File: config.mk
export PLATFORM = sky130hd
export DESIGN_NAME = memory_access_sequencer
export DESIGN_NICKNAME = d
export VERILOG_FILES = /design/src/rtl/mem_seq_pkg.sv /design/src/rtl/stack_bounds_check.sv /design/src/rtl/memory_access_sequencer.sv
export SDC_FILE = /design/constraint.sdc
export NUM_CORES = 1
export LEC_CHECK = 0
export BUFFER_PORTS_ARGS = -buffer_cell sky130_fd_sc_hd__buf_2
export CORE_MARGIN = 8
export CORE_UTILIZATION = 35
export DETAILED_ROUTE_END_ITERATION = 6
export HOLD_SLACK_MARGIN = 0.05
export PLACE_DENSITY = 0.62
export SKIP_CTS_REPAIR_TIMING = 1
export SLEW_MARGIN = 40
export SYNTH_ARGS = -nofsm -noshare
export SYNTH_HDL_FRONTEND = slang
export SYNTH_SLANG_ARGS = --single-unit
File: constraint.sdc
create_clock -name clock -period 3.5 [get_ports clock]
set_input_delay 0 -clock clock [delete_from_list [all_inputs] [get_ports clock]]
set_output_delay 0 -clock clock [all_outputs]
set_load 0.1 [all_outputs]
File: src/rtl/mem_seq_pkg.sv
// Shared encodings for the memory access sequencer: request ops, FSM states,
// the empty-stack marker and the default stack bounds.
package mem_seq_pkg;

    typedef enum logic [2:0] {
        OP_NOP  = 3'd0,
        OP_PUSH = 3'd1,
        OP_POP  = 3'd2,
        OP_BYTE = 3'd3,
        OP_HALF = 3'd4,
        OP_WORD = 3'd5
    } op_e;

    typedef enum logic [1:0] {
        IDLE = 2'd0,
        XFER = 2'd1,
        CAPT = 2'd2,
        RESP = 2'd3
    } state_e;

    localparam logic [31:0] DEF_SP_EMPTY         = 32'hFFFF_FFFF;
    localparam logic [31:0] DEF_USER_STACK_START = 32'd31;
    localparam logic [31:0] DEF_USER_STACK_END   = 32'd36;
    localparam logic [31:0] DEF_PRIV_STACK_START = 32'd37;
    localparam logic [31:0] DEF_PRIV_STACK_END   = 32'd42;

    // Index of the final beat, i.e. byte count minus one.
    function automatic logic [1:0] last_beat(input logic [2:0] op);
        case (op)
            OP_HALF: last_beat = 2'd1;
            OP_WORD: last_beat = 2'd3;
            default: last_beat = 2'd0;
        endcase
    endfunction

endpackage

File: src/rtl/stack_bounds_check.sv
// Combinational PUSH/POP legality check: picks the user or privileged bounds,
// and yields the RAM slot, the next SP and whether SP must be written back.
module stack_bounds_check
    import mem_seq_pkg::*;
#(
    parameter logic [31:0] USER_STACK_START = DEF_USER_STACK_START,
    parameter logic [31:0] USER_STACK_END   = DEF_USER_STACK_END,
    parameter logic [31:0] PRIV_STACK_START = DEF_PRIV_STACK_START,
    parameter logic [31:0] PRIV_STACK_END   = DEF_PRIV_STACK_END,
    parameter logic [31:0] SP_EMPTY         = DEF_SP_EMPTY
) (
    input  logic [2:0]  op,
    input  logic        mode,
    input  logic [31:0] sp,
    output logic        fault,
    output logic        sp_we,
    output logic [31:0] addr,
    output logic [31:0] sp_next
);

    logic [31:0] lo, hi;

    always_comb begin
        lo      = mode ? PRIV_STACK_START : USER_STACK_START;
        hi      = mode ? PRIV_STACK_END   : USER_STACK_END;
        fault   = 1'b0;
        sp_we   = 1'b0;
        addr    = '0;
        sp_next = '0;
        if (op == OP_PUSH) begin
            if (sp == SP_EMPTY) begin
                addr    = hi;
                sp_next = hi;
                sp_we   = 1'b1;
            end else if (sp > lo && sp <= hi) begin
                addr    = sp - 32'd1;
                sp_next = sp - 32'd1;
                sp_we   = 1'b1;
            end else begin
                fault = 1'b1;
            end
        end else if (op == OP_POP) begin
            // An underflowing POP still resets SP to empty.
            sp_we = 1'b1;
            if (sp >= lo && sp < hi) begin
                addr    = sp;
                sp_next = sp + 32'd1;
            end else if (sp == hi) begin
                addr    = hi;
                sp_next = SP_EMPTY;
            end else begin
                fault   = 1'b1;
                sp_next = SP_EMPTY;
            end
        end
    end

endmodule

File: src/rtl/memory_access_sequencer.sv
// Runs one CPU memory request at a time against a byte-wide synchronous RAM,
// one byte per cycle, descending from the base address.
module memory_access_sequencer
    import mem_seq_pkg::*;
#(
    parameter int unsigned ADDR_W           = 10,
    parameter logic [31:0] USER_STACK_START = DEF_USER_STACK_START,
    parameter logic [31:0] USER_STACK_END   = DEF_USER_STACK_END,
    parameter logic [31:0] PRIV_STACK_START = DEF_PRIV_STACK_START,
    parameter logic [31:0] PRIV_STACK_END   = DEF_PRIV_STACK_END,
    parameter logic [31:0] SP_EMPTY         = DEF_SP_EMPTY
) (
    input  logic              clock,
    input  logic              reset,
    input  logic              req_valid,
    output logic              req_ready,
    input  logic [2:0]        req_op,
    input  logic              req_write,
    input  logic              req_mode,
    input  logic [31:0]       req_addr,
    input  logic [31:0]       req_wdata,
    input  logic [31:0]       sp_in,
    output logic [ADDR_W-1:0] mem_addr,
    output logic              mem_we,
    output logic [7:0]        mem_wdata,
    input  logic [7:0]        mem_rdata,
    output logic              rsp_valid,
    output logic [31:0]       rsp_rdata,
    output logic              fault,
    output logic              sp_we,
    output logic [31:0]       sp_out
);

    state_e      state, state_nx;
    logic        accept, is_stack, is_mem;
    logic        chk_fault, chk_sp_we;
    logic [31:0] chk_addr, chk_sp_next;
    logic        acc_fault, acc_write;
    logic [31:0] acc_base;
    logic [1:0]  acc_last;

    logic        write_q, fault_q, sp_we_q, cap_vld;
    logic [1:0]  cnt, last_q, cap_idx;
    logic [31:0] base_q, wdata_q, sp_out_q, rdata_q;

    stack_bounds_check #(
        .USER_STACK_START(USER_STACK_START),
        .USER_STACK_END  (USER_STACK_END),
        .PRIV_STACK_START(PRIV_STACK_START),
        .PRIV_STACK_END  (PRIV_STACK_END),
        .SP_EMPTY        (SP_EMPTY)
    ) u_bounds (
        .op     (req_op),
        .mode   (req_mode),
        .sp     (sp_in),
        .fault  (chk_fault),
        .sp_we  (chk_sp_we),
        .addr   (chk_addr),
        .sp_next(chk_sp_next)
    );

    always_comb begin
        is_stack  = (req_op == OP_PUSH) || (req_op == OP_POP);
        is_mem    = (req_op == OP_BYTE) || (req_op == OP_HALF) || (req_op == OP_WORD);
        acc_last  = last_beat(req_op);
        acc_write = (req_op == OP_PUSH) || (is_mem && req_write);
        acc_base  = is_stack ? chk_addr : req_addr;
        // Lowest byte is base-(n-1), so the base must be at least n-1 and inside the RAM.
        acc_fault = is_stack ? chk_fault
                  : is_mem && ((req_addr < {30'd0, acc_last}) || (|(req_addr >> ADDR_W)));
    end

    assign accept = req_valid && (state == IDLE);

    always_ff @(posedge clock or negedge reset) begin
        if (!reset) state <= IDLE;
        else        state <= state_nx;
    end

    always_comb begin
        state_nx  = state;
        req_ready = 1'b0;
        mem_addr  = '0;
        mem_we    = 1'b0;
        mem_wdata = '0;
        rsp_valid = 1'b0;
        case (state)
            IDLE: begin
                req_ready = 1'b1;
                if (req_valid)
                    state_nx = (acc_fault || !(is_stack || is_mem)) ? RESP : XFER;
            end
            XFER: begin
                mem_addr  = ADDR_W'(base_q - 32'(cnt));
                mem_we    = write_q;
                mem_wdata = wdata_q[{cnt, 3'b000} +: 8];
                if (cnt == last_q) state_nx = write_q ? RESP : CAPT;
            end
            CAPT: state_nx = RESP;
            RESP: begin
                rsp_valid = 1'b1;
                state_nx  = IDLE;
            end
            default: state_nx = IDLE;
        endcase
    end

    assign fault     = rsp_valid && fault_q;
    assign sp_we     = rsp_valid && sp_we_q;
    assign sp_out    = sp_out_q;
    assign rsp_rdata = rdata_q;

    // Read byte k arrives one cycle after its beat; cap_vld/cap_idx carry the beat across.
    always_ff @(posedge clock or negedge reset) begin
        if (!reset) begin
            write_q  <= 1'b0;
            fault_q  <= 1'b0;
            sp_we_q  <= 1'b0;
            cap_vld  <= 1'b0;
            cnt      <= '0;
            last_q   <= '0;
            cap_idx  <= '0;
            base_q   <= '0;
            wdata_q  <= '0;
            sp_out_q <= '0;
            rdata_q  <= '0;
        end else begin
            cap_vld <= 1'b0;
            if (accept) begin
                write_q  <= acc_write;
                fault_q  <= acc_fault;
                sp_we_q  <= is_stack && chk_sp_we;
                sp_out_q <= chk_sp_next;
                base_q   <= acc_base;
                wdata_q  <= req_wdata;
                last_q   <= acc_last;
                cnt      <= '0;
                rdata_q  <= '0;
            end
            if (state == XFER) begin
                cnt <= cnt + 2'd1;
                if (!write_q) begin
                    cap_vld <= 1'b1;
                    cap_idx <= cnt;
                end
            end
            if (cap_vld) rdata_q[{cap_idx, 3'b000} +: 8] <= mem_rdata;
        end
    end

endmodule

==> Implementation_results.wiki <==
{| class="wikitable"
! Metric !! Value
|-
| Number of slew-limit violations in the final report || 0
|-
| Drt wl/cell || 16.6 um
|-
| Via count of the first global-routing pass || 5435
|-
| Number of clock buffers inserted by TritonCTS || 17
|-
| Final weighted congestion in routability-driven placement || 0.893
|-
| Final setup violation count || 0
|-
| Count of TritonRoute iterations in the first routing pass || 5
|-
| Worst Setup End Kind || output port
|-
| Inst Count DP || 1007
|-
| Overall track demand over capacity in global routing || 16.0%
|-
| Fraction of final layout cells with drive strength greater than 1 || 29.8%
|-
| Number of standard cells in the final layout excluding fillers || 1093
|-
| Power per Cell Area || 972 nW/um^2
|-
| Number of vias per cell || 5.05
|-
| Register bit total from synthesis || 118
|-
| Clock latency of the later-clocked register in the worst-skew pair || 0.41 ns
|-
| Cells along the critical path || inv_1 -> ha_1 -> inv_1 -> fa_1 -> nand2b_1 -> nor4_1 -> xor2_1 -> and2_1 -> buf_2
|-
| Sequential-to-total area share from yosys stat || 48.9%
|-
| Largest family of logic cells by synthesized area || simple AND/OR/NAND/NOR gates
|-
| HPWL reported at the end of detailed placement || 13200 um
|-
| Clock Tree Buf Depth || 2
|-
| Kind of start point of the critical path || flop
|-
| Layout fillers || 1594
|-
| Standby leakage power || 4.11 nW
|-
| Wire length of the first global-routing pass || 28200 um
|-
| Internal power || 3.97 mW
|-
| Die outline width || 147 um
|-
| Share of async-settable or async-resettable flops after synthesis || 100%
|-
| Post-synthesis cell type count || 61
|-
| Hold WS || 0.0206 ns
|-
| Clock network power share || 21.9%
|-
| Final Hold Fails || 0
|-
| Vert. Die Dim || 147 um
|-
| Final Critical Period || 2.68 ns
|-
| Clock tree from TritonCTS || built
|-
| Min-delay worst type || in2reg
|-
| Residual overflow from global routing || 0
|-
| Average cell area after synthesis || 9.95 um^2
|-
| RSZ-0062 raised after global routing || false
|-
| Std-Cell Rows || 48
|-
| Number of flops mapped to enable cells by yosys || 0
|-
| Multiplexer share of the synthesized area || 3.31%
|-
| DP Worst Slack || 1.09 ns
|-
| Post-synth design cell area || 6040 um^2
|-
| Post-route clock skew || 0.00974 ns
|-
| Period utilization || 76.7%
|-
| Initial core utilization || 35.3%
|-
| Worst-margin pin slew || 0.739 ns
|-
| Data arrival time at the worst-slack endpoint || 2.68 ns
|-
| Antenna diode instance count || 0
|-
| Switching power of the nets || 4.19 mW
|-
| Cell count after synthesis || 607
|-
| Clock transition at path regs || 0.06 ns
|-
| Synth Warn # || 0
|-
| Core region area || 17100 um^2
|-
| Number of buffer and inverter instances along the worst setup path || 3
|-
| Final Net Count || 988
|-
| Combinational share of power || 51.1%
|-
| Number of violations of the max-capacitance limit || 0
|-
| Compound-cell area share of the yosys netlist || 16.8%
|-
| Worst setup margin || 0.815 ns
|-
| Maximum fanout along the worst path || 4
|-
| Total die area || 21700 um^2
|-
| Leading cell type in the layout, fill and taps excluded || sky130_fd_sc_hd__buf_2
|-
| Count of unresolved DRC violations after routing || 0
|-
| Share of synthesized cell area in full adder, half adder and majority cells || 4.47%
|-
| Number of antenna-violating nets in the routed design || 0
|-
| Highest-count cells in the layout ignoring fill and taps || 197 x sky130_fd_sc_hd__buf_2, 130 x sky130_fd_sc_hd__nand2_1, 118 x sky130_fd_sc_hd__dfrtp_1
|-
| Area Overhead vs Synth || 39.0%
|-
| Setup_tns || 0 ns
|-
| Synthesized-area fraction occupied by and/or/nand/nor cells || 20.7%
|-
| Clock Root Buffer || sky130_fd_sc_hd__clkbuf_16
|-
| Number of primary I/O pins || 199
|-
| Port Buffer Count || 198
|-
| Cell at the slowest stage of the critical path || sky130_fd_sc_hd__buf_2
|-
| Number of antenna violations at the first check in global routing || 0
|-
| CP Data Required Time || 3.50 ns
|-
| Vias post-DR || 5516
|-
| Maximum vdd ir drop || 0.000977 V
|-
| Fraction of power spent switching nets || 51.3%
|-
| XOR/XNOR share of the synthesized area || 2.32%
|-
| Result of the run || completed
|-
| Number of nets produced by synthesis || 740
|-
| Number of violations reported at the end of detailed-routing iteration 0 || 274
|-
| Main synth FF type || sky130_fd_sc_hd__dfrtp_1
|-
| Relative slew margins || 50.7%
|-
| H-tree depth || 4
|-
| Highest clock rate || 0.372 GHz
|-
| Sequential fraction of design power || 27.0%
|-
| Maximum number of pins on one net before global-route repair || 80
|-
| Start-to-end type of the worst setup path || reg2out
|-
| Kind of cell with the highest combined delay on the critical path || simple AND/OR/NAND/NOR gates
|-
| Total number of clock tree sinks || 118
|-
| Final Routed Wirelength || 18200 um
|-
| Cell seen most often among critical-path stages || sky130_fd_sc_hd__inv_1
|-
| Delay contributed by the slowest stage of the critical path || 0.44 ns
|}
through the flow:
step,utilization (%),area (um^2),total power [mW]
2_1_floorplan,-,6040,5.57
3_5_place_dp,42.3,7250,6.38
4_1_cts,45.9,7860,8.21
6_report,49.1,8400,8.16
5_1_grt,49.1,8400,8.59
3_3_place_gp,42.3,7240,6.33
cell type report:
class	count	area (um^2)	share of cell area (%)
clock inverters	14	174	2.07
repair buffers	261	1620	19.3
multi-input cells	443	2880	34.3
clock buffers	18	439	5.23
well taps	225	282	3.35
inverters	14	52.6	0.626
flip-flops and latches	118	2950	35.2
power groups by stage:
stage                     logic (mW)  registers, mW  clock network (mW)
after floorplan                 1.80           3.77                   0
after global routing            4.42           2.28                1.89
after CTS                       4.16           2.21                1.83
final                           4.17           2.21                1.79
after detailed placement        4.16           2.23                   0
after global placement          4.11           2.22                   0
path summary, 6_finish.rpt:
kind	startpoint	end	slack (ns)	cells after the start
min in group asynchronous	reset	sp_out[21]	0.22	2
worst min-delay path	req_addr[4]	base_q[4]	0.02	5
worst min register to register	wdata_q[17]	wdata_q[17]	0.47	2
max in group asynchronous	reset	wdata_q[8]	2.61	3
worst max register to register	state[1]	base_q[1]	1.53	7
worst max-delay path	base_q[0]	mem_addr[8]	0.82	9
sequential cells by signal, indices dropped and copies added, names as in the netlist:
| name | flops |
|---|---|
| rsp_rdata | 32 |
| sp_out | 32 |
| wdata_q | 32 |
| base_q | 10 |
| cap_idx | 2 |
| cnt | 2 |
| last_q | 2 |
| state | 2 |
| cap_vld | 1 |
| fault_q | 1 |
| sp_we_q | 1 |
| write_q | 1 |
cells by family (layout without fill, tap and decap cells):
group           after synthesis  count (layout)
simple gates                257             257
compound gates              139             139
flops                       118             118
buf+inv                      46             307
fa+ha+maj                    21              21
xor+xnor                     16              16
mux                          10              10
worst reg2reg max path: stages (launching register included):
cell and delay [ns]:
sky130_fd_sc_hd__dfrtp_1 0.41, sky130_fd_sc_hd__inv_1 0.10, sky130_fd_sc_hd__ha_1 0.27, sky130_fd_sc_hd__nand2_1 0.33
sky130_fd_sc_hd__a31oi_1 0.34, sky130_fd_sc_hd__o21ai_0 0.18, sky130_fd_sc_hd__a21oi_1 0.15, sky130_fd_sc_hd__a21oi_1 0.07
synth_stat cells, drive strengths merged (8+ instances only):
library cell	instances	share of area, %
nand2	132	8.3
nand4	10	1.0
a21oi	20	1.7
inv	14	0.87
o21ai	21	1.8
nor2	26	1.6
nor4	17	2.1
and2	21	2.2
xor2	10	1.4
dfrtp	118	49
clkbuf	23	1.4
ha	20	4.1
a31oi	10	1.0
mux4	8	3.0
a22o	33	4.8
o21a	26	3.2
nor3	10	0.83
per-layer routing:
metal  vias up  global-route usage, %  wire length, um
met3        16                   5.32             1180
met4         0                   3.57              183
met2       178                   25.3             8500
met5         -                      0                0
met1      2660                   21.0             8310
li1       2662                      -                -
Note: power is estimated with default switching activity, not from simulation.
